--- config.mk ---
export PLATFORM = sky130hd
export DESIGN_NAME = jk_countdown_ctrl_flat
export DESIGN_NICKNAME = d
export VERILOG_FILES = /design/src/rtl/jk_countdown_ctrl_pkg.sv /design/src/rtl/jk_countdown_ctrl_if.sv /design/src/rtl/jk_flip_flop.sv /design/src/rtl/jk_countdown_ctrl.sv /design/src/flat_wrapper.sv
export SDC_FILE = /design/constraint.sdc
export NUM_CORES = 1
export LEC_CHECK = 0
export BUFFER_PORTS_ARGS = -buffer_cell sky130_fd_sc_hd__buf_4
export CAP_MARGIN = 15
export CORE_MARGIN = 2
export CORE_UTILIZATION = 30
export DETAILED_ROUTE_END_ITERATION = 10
export PLACE_DENSITY = 0.6
export SYNTH_ARGS = -nofsm -noshare
export SYNTH_HDL_FRONTEND = slang
export SYNTH_SLANG_ARGS = --single-unit
--- constraint.sdc ---
create_clock -name clk -period 1.75 [get_ports clk]
set_input_delay 0.0875 -clock clk [delete_from_list [all_inputs] [get_ports clk]]
set_output_delay 0.0875 -clock clk [all_outputs]
set_load 0.01 [all_outputs]
--- src/rtl/jk_countdown_ctrl_pkg.sv ---
// Shared constants for the jk flop bank controller: flop command codes and FSM states.
package jk_countdown_ctrl_pkg;
  localparam logic [1:0] JK_HOLD = 2'b00;
  localparam logic [1:0] JK_RST  = 2'b01;
  localparam logic [1:0] JK_SET  = 2'b10;
  localparam logic [1:0] JK_TGL  = 2'b11;

  typedef enum logic [1:0] {
    IDLE = 2'd0,
    LOAD = 2'd1,
    RUN  = 2'd2,
    DONE = 2'd3
  } state_t;
endpackage

--- src/rtl/jk_countdown_ctrl_if.sv ---
// Requester-side bus of the countdown timer: start/load/pause in, status and debug out.
interface jk_countdown_ctrl_if
  import jk_countdown_ctrl_pkg::*;
#(
  parameter int WIDTH = 8
);
  logic               start;
  logic [WIDTH-1:0]   load_val;
  logic               pause;
  logic               busy;
  logic               done;
  logic [WIDTH-1:0]   count;
  logic [2*WIDTH-1:0] jk_cmd;

  modport master (output start, load_val, pause, input busy, done, count, jk_cmd);
  modport slave  (input start, load_val, pause, output busy, done, count, jk_cmd);
endinterface

--- src/rtl/jk_flip_flop.sv ---
// Existing JK flop: jk = {J,K}; 00 hold, 01 reset, 10 set, 11 toggle; sync active-high reset.
module jk_flip_flop
  import jk_countdown_ctrl_pkg::*;
(
  input  logic       clk,
  input  logic       rst,
  input  logic [1:0] jk,
  output logic       q,
  output logic       qbar
);
  always_ff @(posedge clk) begin
    if (rst) q <= 1'b0;
    else begin
      case (jk)
        JK_RST:  q <= 1'b0;
        JK_SET:  q <= 1'b1;
        JK_TGL:  q <= ~q;
        default: q <= q;
      endcase
    end
  end

  assign qbar = ~q;
endmodule

--- src/rtl/jk_countdown_ctrl.sv ---
// Loadable one-shot down-counter built on a bank of jk flops; the FSM emits per-bit jk commands.
module jk_countdown_ctrl
  import jk_countdown_ctrl_pkg::*;
#(
  parameter int WIDTH = 8
) (
  input logic               clk,
  input logic               rst,
  jk_countdown_ctrl_if.slave bus
);
  state_t                  state, state_nxt;
  logic [WIDTH-1:0]        ld_q;
  logic [WIDTH-1:0]        count_q;
  logic [WIDTH-1:0]        borrow;
  logic [WIDTH-1:0]        qbar_unused;
  logic [WIDTH-1:0][1:0]   jk;

  always_ff @(posedge clk) begin
    if (rst) begin
      state <= IDLE;
      ld_q  <= '0;
    end else begin
      state <= state_nxt;
      if (state == IDLE && bus.start) ld_q <= bus.load_val;
    end
  end

  always_comb begin
    state_nxt = state;
    jk        = '0;
    // bit i toggles on decrement exactly when all lower bits are zero
    borrow    = '0;
    borrow[0] = 1'b1;
    for (int i = 1; i < WIDTH; i++) borrow[i] = borrow[i-1] & ~count_q[i-1];

    case (state)
      IDLE: if (bus.start) state_nxt = LOAD;
      LOAD: begin
        for (int i = 0; i < WIDTH; i++) jk[i] = ld_q[i] ? JK_SET : JK_RST;
        state_nxt = (ld_q != '0) ? RUN : DONE;
      end
      RUN: begin
        // a zero count never decrements, so the counter cannot wrap
        if (count_q == '0) state_nxt = DONE;
        else if (!bus.pause) begin
          for (int i = 0; i < WIDTH; i++) jk[i] = borrow[i] ? JK_TGL : JK_HOLD;
          if (count_q == WIDTH'(1)) state_nxt = DONE;
        end
      end
      DONE:    state_nxt = IDLE;
      default: state_nxt = IDLE;
    endcase
  end

  for (genvar i = 0; i < WIDTH; i++) begin : g_ff
    jk_flip_flop u_ff (
      .clk  (clk),
      .rst  (rst),
      .jk   (jk[i]),
      .q    (count_q[i]),
      .qbar (qbar_unused[i])
    );
  end

  assign bus.busy   = (state != IDLE);
  assign bus.done   = (state == DONE);
  assign bus.count  = count_q;
  assign bus.jk_cmd = jk;
endmodule

--- src/flat_wrapper.sv ---
// flat-port wrapper written by rule: the top's interface ports become plain ports
module jk_countdown_ctrl_flat import jk_countdown_ctrl_pkg::*;
#(
  parameter int WIDTH = 8
)
  (clk, rst, bus_start, bus_load_val, bus_pause, bus_busy, bus_done, bus_count, bus_jk_cmd);
  jk_countdown_ctrl_if #(.WIDTH(WIDTH)) bus_i ();
  input logic clk;
  input logic rst;
  input wire logic [$bits(bus_i.start)-1:0] bus_start;
  input wire logic [$bits(bus_i.load_val)-1:0] bus_load_val;
  input wire logic [$bits(bus_i.pause)-1:0] bus_pause;
  output wire logic [$bits(bus_i.busy)-1:0] bus_busy;
  output wire logic [$bits(bus_i.done)-1:0] bus_done;
  output wire logic [$bits(bus_i.count)-1:0] bus_count;
  output wire logic [$bits(bus_i.jk_cmd)-1:0] bus_jk_cmd;
  assign bus_i.start = bus_start;
  assign bus_i.load_val = bus_load_val;
  assign bus_i.pause = bus_pause;
  assign bus_busy = bus_i.busy;
  assign bus_done = bus_i.done;
  assign bus_count = bus_i.count;
  assign bus_jk_cmd = bus_i.jk_cmd;
  jk_countdown_ctrl #(.WIDTH(WIDTH)) u_core (.clk(clk), .rst(rst), .bus(bus_i));
endmodule
# After elaboration in Yosys (flattened, before gate mapping)
# Index checks and enable logic that the tools add are counted.
dict set report word_totals {
  reg_bits 18
  input_bits 12
  wordCells 101
}
dict set report op_classes {
  n_eq_ne 31
  n_mux 32
  n_bitwise 14
  reduce_logical 14
}
# cell n
set ops {}
lappend ops {{$mux 2} 19}
lappend ops {{$eq 2x2->1 const B} 18}
lappend ops {{$mux 16} 2}
lappend ops {{$pmux 16 s2} 1}
lappend ops {{$pmux 1 s3} 8}
lappend ops {{$reduce_bool 3->1} 8}
lappend ops {{$eq 2x1->1 const B} 9}
lappend ops {{$eq 8x1->1 const B} 1}
lappend ops {{$logic_not 8->1} 1}
lappend ops {{$not 1->1} 8}
lappend ops {{$pmux 2 s4} 1}
lappend ops {{$reduce_bool 8->1} 1}
lappend ops {{$and 1x1->1} 6}
lappend ops {{$ne 3x1->1 const B} 1}
lappend ops {{$ne 3x2->1 const B} 1}
lappend ops {{$reduce_and 3->1} 1}
lappend ops {{$logic_not 2->1} 1}
lappend ops {{$ne 2x2->1 const B} 1}
lappend ops {{$reduce_bool 2->1} 1}
lappend ops {{$logic_and 1x1->1} 1}
lappend ops {{$mux 1} 1}

# Longest topological paths before layout
dict set report logic_depth {
  word_depth 13
  depth_mapped 8
}

# Hierarchy
# Synthesis repeated with hierarchy kept, for this count alone.
dict set report unflattened {
  hier_cells 140
  area_unflattened_um2 1076.0
}
# mod n_inst cells_per_inst area_per_inst_um2 seq_area_each_um2
set by_module_without_submodules {}
lappend by_module_without_submodules {jk_countdown_ctrl 1 108 795.8 200.2}
lappend by_module_without_submodules {jk_flip_flop 8 4 35.0 20.0}

# Least setup slack after synthesis
# No wires, ideal clock.
dict set report synth_timing {
  path_type {register to register}
  from {register u_core.state[1]}
  to {register u_core.g_ff[5].u_ff.q}
  setup_time_ps 71
  t_arrival_ps 1860
  t_required_ps 1679
  path_slack_ps -181
  path_stages_with_launch 8
  period_less_slack_ps 1931
  cell_sequence {dfxtp_1 inv_1 ha_1 clkbuf_1 and3b_1 nand3_1 o21ai_0 o2bb2ai_1}
}
dict set report synth_via {
  elab_chain_cells 4
  word_cells_on_any_way 8
}
# item line
set synth_rtl {}
lappend synth_rtl {{start, declared} jk_countdown_ctrl.sv:11} ;# state_t state, state_nxt;
lappend synth_rtl {{start signal, assigned} jk_countdown_ctrl.sv:23} ;# state <= state_nxt;
lappend synth_rtl {{$eq 2x2->1 or $eq 2x1->1 (tied branches)} jk_countdown_ctrl.sv:36} ;# case (state)
lappend synth_rtl {{$pmux 16 s2 (*)} jk_countdown_ctrl.sv:36}
lappend synth_rtl {{named net bus_jk_cmd[11]} flat_wrapper.sv:16} ;# output wire logic [$bits(bus_i.jk_cmd)-1:0] bus_jk_cmd;
lappend synth_rtl {{$eq 2x2->1 or $eq 2x1->1 (tied branches)} jk_flip_flop.sv:14} ;# case (jk)
lappend synth_rtl {{$pmux 1 s3 or $reduce_bool 3->1 (tied branches)} n/a}
lappend synth_rtl {{end signal, assigned} jk_flip_flop.sv:17} ;# JK_TGL: q <= ~q;
lappend synth_rtl {{end signal, assigned} jk_flip_flop.sv:18} ;# default: q <= q;
lappend synth_rtl {{end, declared} jk_flip_flop.sv:8} ;# output logic q,
# Mark *: on every way through the listed nets, which the timed path passes. The rest lies on a longest branch.
# A chain may end at the register's enable or synchronous reset.

# Final worst setup path
dict set report layout_timing {
  from {register u_core.g_ff[4].u_ff.q}
  to {output port bus_jk_cmd[4]}
}
dict set report layout_via {
  elab_chain_cells 3
}
# item line
set layout_rtl {}
lappend layout_rtl {{start, declared} jk_flip_flop.sv:8}
lappend layout_rtl {{start signal, assigned} jk_flip_flop.sv:17}
lappend layout_rtl {{start signal, assigned} jk_flip_flop.sv:18}
lappend layout_rtl {{$logic_not 8->1} jk_countdown_ctrl.sv:44} ;# if (count_q == '0) state_nxt = DONE;
lappend layout_rtl {{$mux 16} jk_countdown_ctrl.sv:44}
lappend layout_rtl {{$pmux 16 s2} jk_countdown_ctrl.sv:36}
lappend layout_rtl {{end, declared} flat_wrapper.sv:16}
# No other way between the ends.

==> results by group <==
Status
  – Status: complete, but fails checks
  – Failing checks: negative setup slack

Floorplan
  – Row count: 23
  – Chip width: approximately 68 um
  – Die ar.: 4620 um^2
  – Die height: 68.0 um
  – I/O pins: 38
  – Core ar.: 3970 um^2
  – Starting Density: 30.9%

Global route
  – Largest net degree at the start of global routing: 20
  – Antenna violations before repair: 0
  – GRT Total Usage: between 10% and 20%
  – Grt total ovfl: 0
  – Vias in the first global route: 1240
  – Global-route wire length before repair: 5750 um

Route
  – Drt wl/cell: about 14 um
  – First-pass iteration count of the detailed router: 4
  – Initial drt markers: 52
  – Routed via count: 1330
  – Vias per cell: 4.96
  – Post-route DRC: 0
  – Antenna Nets Post-Route: 0
  – Drt total wl: between 3000 and 4000 um

STA
  – Final Max Tran Viols: 0
  – Skew final: 1.34 ps
  – RSZ-0062 raised after global routing: yes
  – Final period util: 107%
  – Fin crit period: between 1500 and 2000 ps
  – Setup Viol. Count Final: 15
  – Hold Slack: 85.1 ps
  – Peak Freq: 534 MHz
  – Final TNS setup: -634 ps
  – Final setup margin: -122 ps
  – Worst slew pin tran: between 300 and 400 ps
  – Final Hold Fails: 0
  – Slew HR: 79.7%

Synth
  – Ys Warns: 0
  – Leading area contributor after synthesis: dfxtp_1
  – Cells after synthesis: 162
  – EDFF count, synth: 0
  – Synth area leaders: dfxtp_1, nand2_1, a21oi_1
  – Post-synthesis sequential area ratio: 29.3%
  – Top cell type's share of synthesized area: between 20% and 30%
  – Cell variety after synth: 37
  – Async SR Flop Fraction: 0%
  – Seq cells post-synth: 18
  – Mapped Nets: 179
  – Synth Flop Type: dfxtp_1
  – Cell area after synthesis: 1230 um^2
  – Post-Syn Area per Cell: 7.58 um^2

Finish
  – Area delta synth->final: 55.3%
  – Share of cells above drive strength 1: between 40% and 50%
  – Nets: 236
  – Most common cell after layout, fill and taps aside: buf_4
  – Commonest non-fill, non-tap cells in the layout: buf_4, nand2_1, a21oi_1
  – # diodes: 0

Setup path
  – Critical path peak fanout: 7
  – Crit start category: flop
  – Arrival @ worst endpoint: 1780 ps
  – Worst EP required: 1660 ps
  – Crit path kind: flop to output pin
  – CP endpoint kind: output pin

Power and ir drop
  – Pleak: 0.826 nW
  – Power density over the cells: 1320 nW/um^2
  – Pwr Total: 2.51 mW
  – Maximum vdd drop: 0.479 mV

Clock network
  – Clk pin slew, worst setup/hold paths: ~70 ps
  – TritonCTS buffer count: 3
  – H-tree levels: 1
  – CTS tree: yes
  – Clock latency on the worst-skew pair: 260 ps
  – Clock Sinks: 18
  – Worst-case clock buffer depth: 2
  – Root buffer cell: clkbuf_8

Job
  – Max Cap Viol: 0

Placement
  – IO buf count: 37
  – Post-DP HPWL: 2690 um
  – Routability cong.: a little under 0.9

Worst hold path
  – Hold WC Path Type: input port to flop
## where the power goes
group / switching [mW] / internal, mW / leakage (nW) / total (mW)
combinational: 0.773 / 0.808 / 0.648 / 1.58
sequential: 0.0890 / 0.498 / 0.150 / 0.587
clock: 0.147 / 0.200 / 0.0288 / 0.347
## path summary, 6_finish.rpt
check	start	to	slack (ps)	depth (start not counted)
hold / removal	bus_load_val[0]	u_core.ld_q[0]	90	3
setup reg to reg	u_core.g_ff[4].u_ff.q	u_core.g_ff[2].u_ff.q	-40	5
hold reg to reg	u_core.ld_q[7]	u_core.ld_q[7]	480	2
setup / recovery	u_core.g_ff[4].u_ff.q	bus_jk_cmd[4]	-120	5
## cell usage after synthesis (2+ instances only)
| library cell | instances |
|---|---|
| buf_4 | 8 |
| o21ai_0 | 9 |
| a211oi_1 | 2 |
| nand2_1 | 28 |
| ha_1 | 5 |
| nor2_1 | 6 |
| o211ai_1 | 3 |
| o2bb2ai_1 | 2 |
| clkbuf_1 | 6 |
| or4_4 | 2 |
| clkbuf_2 | 2 |
| nor2b_1 | 4 |
| nand4_1 | 4 |
| inv_1 | 7 |
| a21oi_1 | 20 |
| dfxtp_1 | 18 |
| nand3_1 | 12 |
| nand2b_1 | 4 |
| a41o_1 | 2 |
## sequential cells by signal (all words and copies together), names as in the netlist
| register | cells |
|---|---|
| u_core.ld_q | 8 |
| u_core.g_ff.u_ff.q | 8 |
| u_core.state | 2 |
## layer usage
layer  global-route usage (%)  share of wire [%]
met1                     21.4                 45
met4                     5.50                2.0
met3                     2.96                5.9
met2                     27.4                 47
met5                        0                  0
## cell type report
cell class	instances	area, um^2
Sequential cell	18	373
Fill cell	399	2060
Multi-Input combinational cell	119	840
Timing Repair Buffer	70	544
Inverter	7	33.8
Tap cell	50	62.6
Clock buffer	4	55.1
## cells by family (layout without fill, tap and decap cells)
logic type,count (synthesis),in the layout,synth area share (%)
buffers and inverters,25,81,10.9
adder cells (fa/ha/maj),5,5,5.09
AND/OR/NAND/NOR,67,67,28.7
flip-flops,18,18,29.3
multiplexers,3,3,2.65
AO/OA/AOI/OAI,44,44,23.3
## critical path, cell delays in order (launching register included)
cell,delay (ps)
dfxtp_2,320
or4_4,590
o2111ai_2,260
buf_4,170
o21ai_2,50
buf_4,140
## per-stage QoR
stage	utilization, %	instances	instance area, um^2	setup slack (ps)
6_report	48.0	268	1910	-122
5_1_grt	48.0	268	1910	-180
4_1_cts	45.8	262	1820	-103
3_5_place_dp	41.1	252	1630	-12.1
3_3_place_gp	41.1	252	1630	75.0
2_1_floorplan	-	162	1240	33.6
## what timing repair did
item / CTS / global route
pin swaps: 8 / 7
endpoints found under the hold margin: 0 / 0
gates resized for setup: 28 / 15
setup buffers: 6 / 6
hold buffers: 0 / 0
endpoints found under the setup margin: 16 / 20
Power figures use the tool's default switching activity.
